<file path="src/rtl/uart_tx_arb.sv">
// Round-robin arbiter in front of a UART byte transmitter with no busy output.
// Times each 10-bit frame (plus optional idle gap) itself before granting the next byte.
module uart_tx_arb #(
    parameter int UART_BPS = 9600,
    parameter int CLK_FREQ = 50_000_000,
    parameter int GAP_CYC  = 0
) (
    input  logic       sys_clk,
    input  logic       sys_rst_n,
    input  logic [7:0] a_data,
    input  logic       a_valid,
    output logic       a_ready,
    input  logic [7:0] b_data,
    input  logic       b_valid,
    output logic       b_ready,
    output logic [7:0] tx_data,
    output logic       tx_flag,
    output logic       busy,
    output logic       last_b
);
    localparam int          BAUD_CNT_MAX = CLK_FREQ / UART_BPS;
    localparam int          FRAME_CYC    = 10 * BAUD_CNT_MAX + 2;
    localparam logic [19:0] FRAME_LAST   = 20'(FRAME_CYC - 1);
    localparam logic [19:0] GAP_LAST     = 20'(GAP_CYC - 1);
    localparam bit          HAS_GAP      = (GAP_CYC > 0);

    // state | meaning
    // IDLE  | waiting for a valid byte, winner's ready asserted
    // SEND  | one-cycle tx_flag pulse to the transmitter
    // FRAME | timing the 10-bit frame on the serial line
    // GAP   | extra idle cycles after the frame
    typedef enum logic [1:0] {IDLE, SEND, FRAME, GAP} state_t;

    state_t      state;
    state_t      state_nxt;
    logic [19:0] cnt;
    logic        grant_a;
    logic        grant_b;

    always_ff @(posedge sys_clk) begin
        if (!sys_rst_n) begin
            state <= IDLE;
        end else begin
            state <= state_nxt;
        end
    end

    always_comb begin
        state_nxt = state;
        case (state)
            IDLE:    if (a_ready || b_ready) state_nxt = SEND;
            SEND:    state_nxt = FRAME;
            FRAME:   if (cnt == FRAME_LAST) state_nxt = HAS_GAP ? GAP : IDLE;
            GAP:     if (cnt == GAP_LAST) state_nxt = IDLE;
            default: state_nxt = IDLE;
        endcase
    end

    // A wins unless B is also waiting and A had the previous grant.
    always_comb begin
        grant_a = a_valid && (!b_valid || last_b);
        grant_b = b_valid && !grant_a;
        a_ready = (state == IDLE) && grant_a;
        b_ready = (state == IDLE) && grant_b;
        tx_flag = (state == SEND);
        busy    = (state != IDLE);
    end

    always_ff @(posedge sys_clk) begin
        if (!sys_rst_n) begin
            cnt <= '0;
        end else begin
            case (state)
                FRAME:   cnt <= (cnt == FRAME_LAST) ? 20'd0 : cnt + 20'd1;
                GAP:     cnt <= cnt + 20'd1;
                default: cnt <= '0;
            endcase
        end
    end

    always_ff @(posedge sys_clk) begin
        if (!sys_rst_n) begin
            tx_data <= '0;
            last_b  <= 1'b1;
        end else if (a_ready) begin
            tx_data <= a_data;
            last_b  <= 1'b0;
        end else if (b_ready) begin
            tx_data <= b_data;
            last_b  <= 1'b1;
        end
    end

endmodule

</file>
<file path="config.mk">
export PLATFORM = sky130hd
export DESIGN_NAME = uart_tx_arb
export DESIGN_NICKNAME = d
export VERILOG_FILES = /design/src/rtl/uart_tx_arb.sv
export SDC_FILE = /design/constraint.sdc
export NUM_CORES = 1
export LEC_CHECK = 0
export BUFFER_PORTS_ARGS = -buffer_cell sky130_fd_sc_hd__buf_2
export CAP_MARGIN = 20
export CELL_PAD_IN_SITES_DETAIL_PLACEMENT = 0
export CELL_PAD_IN_SITES_GLOBAL_PLACEMENT = 1
export CORE_MARGIN = 4
export CORE_UTILIZATION = 38
export CTS_CLUSTER_SIZE = 25
export DETAILED_ROUTE_END_ITERATION = 8
export PLACE_DENSITY_LB_ADDON = 0.1
export REMOVE_ABC_BUFFERS = 1
export SKIP_LAST_GASP = 1
export SLEW_MARGIN = 20
export SYNTH_ARGS = -nofsm -noshare
export SYNTH_HDL_FRONTEND = slang
export SYNTH_SLANG_ARGS = --single-unit
</file>
<file path="constraint.sdc">
create_clock -name sys_clk -period 1.94 [get_ports sys_clk]
set_input_delay 0 -clock sys_clk [delete_from_list [all_inputs] [get_ports sys_clk]]
set_output_delay 0 -clock sys_clk [all_outputs]
set_load 0.05 [all_outputs]
</file>
Word-level counts from Yosys, hierarchy flattened
Cells that the tools add are included.
{ "op_classes": {"addsub": 1, "eq_ne": 8, "muxes": 10, "reduce_logical": 12} }
{ "ops": {"columns": ["op", "n"], "rows": [
  ["$pmux W20 S2", 1],
  ["$add A20 B1 Y20 const B", 1],
  ["$eq A20 B16 Y1 const B", 1],
  ["$eq A20 B20 Y1 const B", 1],
  ["$mux W20", 1],
  ["$mux W8", 2],
  ["$pmux W2 S4", 1],
  ["$mux W2", 3],
  ["$ne A2 B2 Y1 const B", 3],
  ["$eq A2 B2 Y1 const B", 2],
  ["$logic_and A1 B1 Y1", 4],
  ["$reduce_bool A2 Y1", 2],
  ["$reduce_and A3 Y1", 1],
  ["$eq A2 B1 Y1 const B", 1],
  ["$logic_not A1 Y1", 2],
  ["$logic_not A2 Y1", 1],
  ["$logic_or A1 B1 Y1", 2],
  ["$mux W1", 2]
]} }
{ "word_totals": {"ff_bits": 31} }

Longest topological paths before layout
{ "logic_depth": {"word_depth": 9, "mapped_depth": 7} }

Worst setup path before layout
Ideal clock, no wire load.
{ "synth_path": {"path_type": "register to register", "from": "reg cnt[0]", "to": "reg cnt[18]", "setup_time_ns": 0.067, "arrival_ns": 1.640, "setup_slack_ns": 0.232, "stages_incl_launch_ff": 6, "path_buffers": 0, "path_cell_list": "dfxtp_1 ha_1 nand3_2 or3_4 or4_4 a21oi_2"} }
{ "synth_between": {"elab_chain_cells": 3, "elab_cells_between_ends": 4} }
{ "synth_rtl": {"columns": ["element", "line_no", "source"], "rows": [
  ["from (decl)", "36", "logic [19:0] cnt;"],
  ["from (signal assigned)", "74", "FRAME: cnt <= (cnt == FRAME_LAST) ? 20'd0 : cnt + 20'd1;"],
  ["from (signal assigned)", "75", "GAP: cnt <= cnt + 20'd1;"],
  ["$add A20 B1 Y20 or $eq A20 B16 Y1 (tied branches)", "74, 75", null],
  ["$mux W20", "74", null],
  ["$pmux W20 S2 (*)", "73", "case (state)"]
]} }
Mark *: on every way between the ends. The rest lies on a longest branch, timed or not.
A chain may end at the register's enable or synchronous reset.

Worst setup path after layout
Same ends and word-level chain as after synthesis.

==> results.yml <==
status:
  status: "finished, final reports clean"
sta:
  finalMaxSlewViolations: 0
  relSlewSlack_pct: 55.85
  worst_slew_pin_slew_ns: 0.6579
  max_freq_ghz: 0.5512
  setup_slack_ns: 0.1258
  grt_setup_unrepaired: "false"
  fin_crit_ns: 1.814
  finalHoldViolCount: 0
  skew_ns: 0.007406
  fin_crit_sh_pct: 93.51
  final-setup-viol-count: 0
place:
  dp_slack_ns: 0.1321
  portBuffers: 32
  dp_hpwl_microns: 2382
  gp_congestion: 0.7991
  placed_area_sq_mm: 0.001625
global_route:
  grt_overflow: 0
  grt_pass1_vias: 1106
  antenna_found_initial: 0
  grt_pass1_wl_microns: 5175
  grt_usage_pct: 14.80
  grt_max_degree: 21
synth:
  yosys_warnings: 0
  syn_inst: 161
  ys.flop_type: "dfxtp_1"
  avgSynthCellArea_sq_um: 8.696
  ys_seq_area_share_pct: 44.33
  ys_types: 32
  synth_edf_count: 0
  ys_ff_latch: 31
  netlist_area_sq_mm: 0.001400
  synthArstFlopShare_pct: 0
finish:
  final_core_util_pct: 49.91
  diodes: 0
  syn_to_final_growth_pct: 22.70
  fin_area_sq_mm: 0.001718
  final_common_cell: "buf_2"
  drive_above_1_share_pct: 23.74
  most-common-layout-cells: "buf_2 (32), dfxtp_1 (31), nor2_1 (20), inv_1 (14), a21oi_1 (12)"
  nNetsFinal: 221
critical_path:
  cp_top_family: "simple AND/OR/NAND/NOR gates"
  timing_worst_setup_path_type: "reg -> reg"
  crit_path_end_kind: "register"
  cp.arrival_ns: 2.03
  cp.required_ns: 2.16
  cp_slowest_cell: "or4_4"
  cpPeakStageDelay_ns: 0.49
  worstPathCellList: "ha_1 > nand3_2 > or3_4 > or4_4 > a21oi_2"
  path_buf_inv: 0
  crit_fanout: 6
  cp-start-kind: "register"
routing:
  ant_nets: 0
  dr.first_iter.drc_count: 70
  drt-pass1-iter-count: 4
  route.detailed.drc: 0
  wl_per_cell_microns: 12.83
  wirelength_microns: 3130
  viasPerCell: 5.143
  vias: 1255
floorplan:
  die-area_sq_mm: 0.004720
  die_h_microns: 68.70
  die_x_microns: 68.70
  pin_count: 33
  rows: 21
  start_util_pct: 40.68
  fp.coreArea_sq_mm: 0.003442
clock_network:
  htree_levels: 2
  clock_path_buffers: 2
  numClockSinks: 31
  insertion_delay_ns: 0.28
  path_clk_slew_ns: 0.06
  tritoncts: "done"
  numCtsBuffers: 5
  cts_root_buffer: "clkbuf_8"
flow_run:
  maxCapViolCount: 0
worst_hold_path:
  hold_path_class: "in -> reg"
power:
  vdd_drop_max_uv: 394.8
  p_leak_uw: 0.0006392
  powerDensity_mw_per_mm2: 824.5
report_power, final:
part           leakage (uW)  switching [uW]  internal [uW]
Sequential         0.000253            19.8            669
Combinational      0.000349             206           72.0
Clock             0.0000371             212            238
Total              0.000639             438            979
tightest hold or removal path, delay by kind of cell:
family / cells / cell delay (ns)
buffers and inverters: 1 / 0.08
AO/OA/AOI/OAI: 2 / 0.20
logic make-up after synthesis:
kind of cell,after synthesis,share of synthesized area (%)
XOR/XNOR,14,8.758
flip-flops,31,44.33
buffers and inverters,18,4.825
adder cells (fa/ha/maj),2,1.787
AND/OR/NAND/NOR,64,25.29
AO/OA/AOI/OAI,32,15.01
registers in the layout (all words and copies together) (netlist names):
signal,count
tx_data,8
state,2
cnt,20
last_b,1
synth_stat cells, types with 2 or more instances:
library cell / n / area share (%)
a21oi_1: 12 / 4.3
and4_1: 3 / 1.9
clkbuf_1: 4 / 1.1
dfxtp_1: 31 / 44
ha_1: 2 / 1.8
inv_1: 14 / 3.8
nand2_1: 10 / 2.7
nand3_1: 9 / 3.2
nand4_1: 4 / 1.8
nor2_1: 20 / 5.4
nor4_1: 4 / 1.8
nor4b_1: 3 / 1.9
o21ai_0: 4 / 1.4
o221ai_1: 8 / 5.0
o31ai_1: 3 / 1.6
or3_1: 2 / 0.89
xnor2_1: 9 / 5.6
xor2_1: 5 / 3.1
timing repair:
item                                    CTS  global route
hold buffers                              1             0
endpoints found under the setup margin    0            19
endpoints found under the hold margin     1             0
buffers inserted                          0             0
resized for setup                         0             2
final timing paths:
check,start,end,slack [ns],cells after the start
worst max-delay path,cnt[0],cnt[18],0.13,5
worst min-delay path,b_data[6],tx_data[6],0.03,3
worst max register to register,cnt[0],cnt[18],0.13,5
worst min register to register,tx_data[5],tx_data[5],0.44,2
routing by layer:
metal	track usage (%)	share of wire (%)	vias up
li1	-	-	649
met5	0	0	-
met1	20.26	49	581
met3	5.348	4.4	7
met2	20.62	45	18
met4	6.569	1.7	0
area by class of cell:
class	instances	area, sq um
Sequential cell	31	620.6
Tap cell	46	57.56
Fill cell	356	1724
Multi-Input combinational cell	112	725.7
Timing Repair Buffer	35	188.9
Inverter	14	52.55
Clock buffer	6	72.57
stage by stage:
step	cells	power, uW	setup TNS [ns]	hold WS [ns]
5_1_grt	244	1489	0	0.04939
2_1_floorplan	157	896.6	-9.112	0.06194
6_report	244	1416	0	0.02796
3_3_place_gp	237	973.6	0	0.2806
4_1_cts	244	1436	0	0.02238
3_5_place_dp	237	979.9	0	0.2867
Note: power is estimated with default switching activity, not from simulation.
